**config.mk**
```make
export PLATFORM = sky130hd
export DESIGN_NAME = hack_rom_loader
export DESIGN_NICKNAME = d
export VERILOG_FILES = /design/src/rtl/hack_rom_loader.sv
export SDC_FILE = /design/constraint.sdc
export NUM_CORES = 1
export LEC_CHECK = 0
export CAP_MARGIN = 20
export CORE_ASPECT_RATIO = 1.1
export CORE_MARGIN = 5
export CORE_UTILIZATION = 64
export CTS_BUF_LIST = sky130_fd_sc_hd__clkbuf_16
export DETAILED_ROUTE_END_ITERATION = 10
export DONT_BUFFER_PORTS = 1
export PLACE_DENSITY = 0.77
export SYNTH_ARGS = -nofsm -noshare
export SYNTH_HDL_FRONTEND = slang
export SYNTH_SLANG_ARGS = --single-unit
```
**constraint.sdc**
```tcl
create_clock -name clk -period 3.05 [get_ports clk]
set_input_delay 0.1525 -clock clk [delete_from_list [all_inputs] [get_ports clk]]
set_output_delay 0.1525 -clock clk [all_outputs]
set_load 0.05 [all_outputs]
```
**src/rtl/hack_rom_loader.sv**
```systemverilog
// rtl/hack_rom_loader.sv - boot sequencer that streams a checksummed image into the HACK ROM
// Frame: SYNC, CNT_HI, CNT_LO, CNT x (hi, lo), SUM_HI, SUM_LO; the CPU stays held until the sum matches.
module hack_rom_loader #(
  parameter int          MAX_WORDS = 16384,
  parameter int          TIMEOUT   = 1000000,
  parameter logic [7:0]  SYNC_BYTE = 8'hA5
) (
  input  logic        clk,
  input  logic        rst,
  input  logic [7:0]  in_data,
  input  logic        in_valid,
  output logic        in_ready,
  output logic        rom_load,
  output logic [14:0] rom_addr,
  output logic [15:0] rom_data,
  output logic        cpu_hold,
  output logic        done,
  output logic        error
);

  localparam int          TW       = $clog2(TIMEOUT + 1);
  localparam logic [TW-1:0] TMO_LAST = TW'(TIMEOUT - 1);
  localparam logic [16:0] MAX_W    = 17'(MAX_WORDS);

  typedef enum logic [3:0] {
    ST_IDLE, ST_CNT_HI, ST_CNT_LO, ST_DAT_HI, ST_DAT_LO,
    ST_WRITE, ST_SUM_HI, ST_SUM_LO, ST_DONE, ST_ERROR
  } state_t;

  state_t        state_q, state_d;
  logic          in_ready_q, rom_load_q, cpu_hold_q, done_q, error_q;
  logic [14:0]   addr_q;
  logic [15:0]   data_q;
  logic [15:0]   sum_q;
  logic [15:0]   rem_q;
  logic [7:0]    hi_q;
  logic [TW-1:0] tmo_q;

  logic        xfer, is_sync, active;
  logic [15:0] rx_word;

  always_comb begin
    xfer    = in_valid & in_ready_q;
    is_sync = (in_data == SYNC_BYTE);
    rx_word = {hi_q, in_data};
    active  = (state_q == ST_CNT_HI) || (state_q == ST_CNT_LO) ||
              (state_q == ST_DAT_HI) || (state_q == ST_DAT_LO) ||
              (state_q == ST_SUM_HI) || (state_q == ST_SUM_LO);
    state_d = state_q;
    case (state_q)
      ST_IDLE, ST_DONE, ST_ERROR: if (xfer && is_sync) state_d = ST_CNT_HI;
      ST_CNT_HI: if (xfer) state_d = ST_CNT_LO;
      ST_CNT_LO: if (xfer) begin
        if (rx_word[15] || ({1'b0, rx_word} > MAX_W)) state_d = ST_ERROR;
        else if (rx_word == 16'd0)                     state_d = ST_SUM_HI;
        else                                           state_d = ST_DAT_HI;
      end
      ST_DAT_HI: if (xfer) state_d = ST_DAT_LO;
      ST_DAT_LO: if (xfer) state_d = ST_WRITE;
      ST_WRITE:  state_d = (rem_q == 16'd1) ? ST_SUM_HI : ST_DAT_HI;
      ST_SUM_HI: if (xfer) state_d = ST_SUM_LO;
      ST_SUM_LO: if (xfer) state_d = (rx_word == sum_q) ? ST_DONE : ST_ERROR;
      default:   state_d = ST_IDLE;
    endcase
    // An idle stream mid-frame aborts the load; a byte on the same edge wins.
    if (active && !xfer && (tmo_q == TMO_LAST)) state_d = ST_ERROR;
  end

  always_ff @(posedge clk) begin
    if (rst) begin
      state_q    <= ST_IDLE;
      in_ready_q <= 1'b1;
      rom_load_q <= 1'b0;
      cpu_hold_q <= 1'b1;
      done_q     <= 1'b0;
      error_q    <= 1'b0;
      addr_q     <= '0;
      data_q     <= '0;
      sum_q      <= '0;
      rem_q      <= '0;
      hi_q       <= '0;
      tmo_q      <= '0;
    end else begin
      state_q    <= state_d;
      in_ready_q <= (state_d != ST_WRITE);
      rom_load_q <= (state_d == ST_WRITE);
      done_q     <= (state_d == ST_DONE);
      error_q    <= (state_d == ST_ERROR);
      // Release lags DONE by one cycle; a restart re-asserts hold on the same edge.
      cpu_hold_q <= !((state_q == ST_DONE) && (state_d == ST_DONE));
      tmo_q      <= (active && !xfer) ? tmo_q + TW'(1) : '0;
      case (state_q)
        ST_IDLE, ST_DONE, ST_ERROR: if (state_d == ST_CNT_HI) begin
          addr_q <= '0;
          sum_q  <= '0;
        end
        ST_CNT_HI, ST_DAT_HI, ST_SUM_HI: if (xfer) hi_q <= in_data;
        ST_CNT_LO: if (xfer) rem_q <= rx_word;
        ST_DAT_LO: if (xfer) data_q <= rx_word;
        ST_WRITE: begin
          sum_q  <= sum_q + data_q;
          rem_q  <= rem_q - 16'd1;
          addr_q <= addr_q + 15'd1;
        end
        default: ;
      endcase
    end
  end

  assign in_ready = in_ready_q;
  assign rom_load = rom_load_q;
  assign rom_addr = addr_q;
  assign rom_data = data_q;
  assign cpu_hold = cpu_hold_q;
  assign done     = done_q;
  assign error    = error_q;

endmodule

```
==> flow_metrics.tcl <==
set metrics [dict create \
    fin_crit_sh_pct 92.1 \
    grt_usage_pct 28.1 \
    antenna_found_initial 0 \
    synth_area_leaders "dfxtp_1 (39%), nor2_1 (6.2%), mux2i_1 (4.6%), ha_1 (4.6%), a21oi_1 (4.5%)" \
    syn_avg_cell_area_um2 8.33 \
    wl_per_cell_um 18.1 \
    grt_pass1_wl_mm 22.2 \
    power.total_mw 2.49 \
    rows 34 \
    start_util_pct 65.5 \
    fmax_ghz 0.356 \
    cp.required_ns 3.28 \
    drive_above_1_share_pct 8.76 \
    synth-edff-count 0 \
    crit_type "flip-flop to flip-flop" \
    drt-total-wl_mm 13.7 \
    grt_max_degree 57 \
    cts_tree "built" \
    grt_pass1_vias 4529 \
    yosysTopAreaCell "dfxtp_1" \
    clock_skew_ns 0.00834 \
    htreeDepth 3 \
    die_area_mm2 0.0100 \
    core_area_mm2 0.00791 \
    startpoint "hi_q[2]$_SDFFE_PP0P_" \
    syn_nets 653 \
    start_kind "flip-flop" \
    setup-tns-final_ns 0 \
    rsz0062_at_grt "no" \
    synth_ff_type "dfxtp_1" \
    r2r_start "hi_q[2]$_SDFFE_PP0P_" \
    timing.final.ws_setup_ns 0.240 \
    cts_max_path_buffers 2 \
    cp-end-kind "flip-flop" \
    power_leakage_nw 2.25 \
    yosys.area.top_type_share_pct 38.6 \
    path_max_fanout 12 \
    layout.nets 677 \
    final-hold-violation-count 0 \
    dp_slack_ns 0.297 \
    ir_worst_vdd_uv 287 \
    worstMarginPinSlew_ns 0.980 \
    min_period_ns 2.81 \
    nFillCells 660 \
    vias_per_cell 6.24 \
    dieHeight_um 104 \
    clk_pin_slew_ns 0.07 \
    synth_common_cells "dfxtp_1 (100), nor2_1 (85), nand2_1 (55)" \
    status "completed" \
    cts_root_buf "clkbuf_16" \
    slew_violations 0 \
    postCtsSetupBuffers 0 \
    synth_cells 622 \
    hp-class "primary input to flip-flop" \
    drc 0 \
    async_reset_ff_share_pct 0 \
    synth_seq_cells 100 \
    drt-initial-drc-count 315 \
    yosysMostFrequentCell "dfxtp_1" \
    register_area_mm2 0.00200 \
    grt-ovfl-total 0 \
    die_width_um 95.8 \
    relSlewSlack_pct 34.4 \
    cts_made_buffers 9 \
    min_from "in_data[6]" \
    ys_types 59 \
    critical_path_arrival_ns 3.04 \
    vias 4735 \
    powerDensity_mw_per_mm2 427 \
    maxCapViolations 0 \
    portBuffers 0 \
    setup_viol 0 \
    area_growth_pct 12.7 \
    yosysSeqAreaShare_pct 38.6 \
    cts_num_sinks 100 \
    synth_warnings 0 \
    diodes 0 \
    io_pins 47 \
    hpwl_mm 9.36 \
    gp_congestion 0.887 \
    syn_area_mm2 0.00518 \
    multi_input_area_mm2 0.00303 \
    drt_first_pass_iters 5 \
    clock_latency_ns 0.35 \
    ant_nets 0 \
]
[worst paths after layout]
kind	endpoint	slack, ns	cells past startpoint
worst min register to register	tmo_q[0]$_SDFF_PP0_	0.47	1
worst max-delay path	rom_addr[0]$_SDFFE_PP0P_	0.24	7
worst max register to register	rom_addr[0]$_SDFFE_PP0P_	0.24	7
worst min-delay path	rem_q[6]$_SDFFE_PP0P_	0.008	2
[critical path, stage by stage, from the launching register on]
cell,delay (ns)
dfxtp_1,0.35
or4_1,0.57
o41ai_1,0.49
a21oi_1,0.14
or3_4,0.41
o21ai_2,0.16
nor2_1,0.24
mux2_2,0.33
[power by group]
part / leakage [nW] / internal [mW] / switching [mW] / total [mW]
clock network: 0.140 / 0.632 / 0.503 / 1.13
registers: 0.805 / 1.30 / 0.000354 / 1.31
logic: 1.31 / 0.0199 / 0.0318 / 0.0516
total: 2.25 / 1.96 / 0.535 / 2.49
[area by class of cell]
class / count / area share, %
Sequential cell: 100 / 34.3
Multi-Input combinational cell: 485 / 51.9
Tap cell: 108 / 2.31
Clock buffer: 9 / 3.86
Clock inverter: 7 / 1.16
Inverter: 9 / 0.578
Timing Repair Buffer: 41 / 5.96
[cells by family (layout without fill, tap and decap cells)]
logic type | after synthesis | in the layout | synth area share [%]
AND/OR/NAND/NOR | 252 | 252 | 23.4
adder cells (fa/ha/maj) | 20 | 20 | 4.97
XOR/XNOR | 42 | 42 | 7.10
flip-flops | 100 | 100 | 38.6
multiplexers | 28 | 28 | 5.50
buffers and inverters | 37 | 66 | 2.97
AO/OA/AOI/OAI | 143 | 143 | 17.5
[metal layers]
layer  vias to the layer above  share of wire [%]  track usage [%]
met5                         -                  0                0
met4                         0                4.0             13.4
met3                        43                7.0             5.64
met2                       163                 47             45.3
met1                      2238                 42             35.5
li1                       2291                  -                -
[repair_timing]
action | CTS | global route
setup endpoints to repair | 0 | 1
hold endpoints to repair | 56 | 0
gates resized for setup | 0 | 1
hold buffers | 9 | 0
[flip-flops by register name (all words and copies together), names as in the netlist]
register  flops
hi_q          8
state_q       4
rom_addr     15
in_ready      1
error         1
rom_data     16
cpu_hold      1
tmo_q        20
sum_q        16
done          1
rom_load      1
rem_q        16
[layout by cell type (no fill, tap or decap), types with 9 or more instances in the layout]
master,count
mux2i_1,24
or3_1,10
inv_1,9
clkbuf_16,9
nor2_1,85
a311oi_1,10
xnor2_1,25
xor2_1,17
dfxtp_1,100
nand3_1,21
ha_1,19
nand2_1,55
nand4_1,9
buf_4,32
a21oi_1,47
a22o_1,9
o21ai_0,26
nor3_1,22
[stage by stage]
step | utilization [%] | instances | hold slack [ns] | cell area [um^2]
after floorplan | - | 622 | 0.239 | 5180
after global placement | 68.7 | 734 | 0.236 | 5440
after detailed placement | 68.7 | 734 | 0.237 | 5440
after CTS | 73.8 | 759 | 0.00154 | 5840
after global routing | 73.8 | 759 | 0.00346 | 5840
final | 73.8 | 759 | 0.00774 | 5840
(Power assumes the default switching activity.)
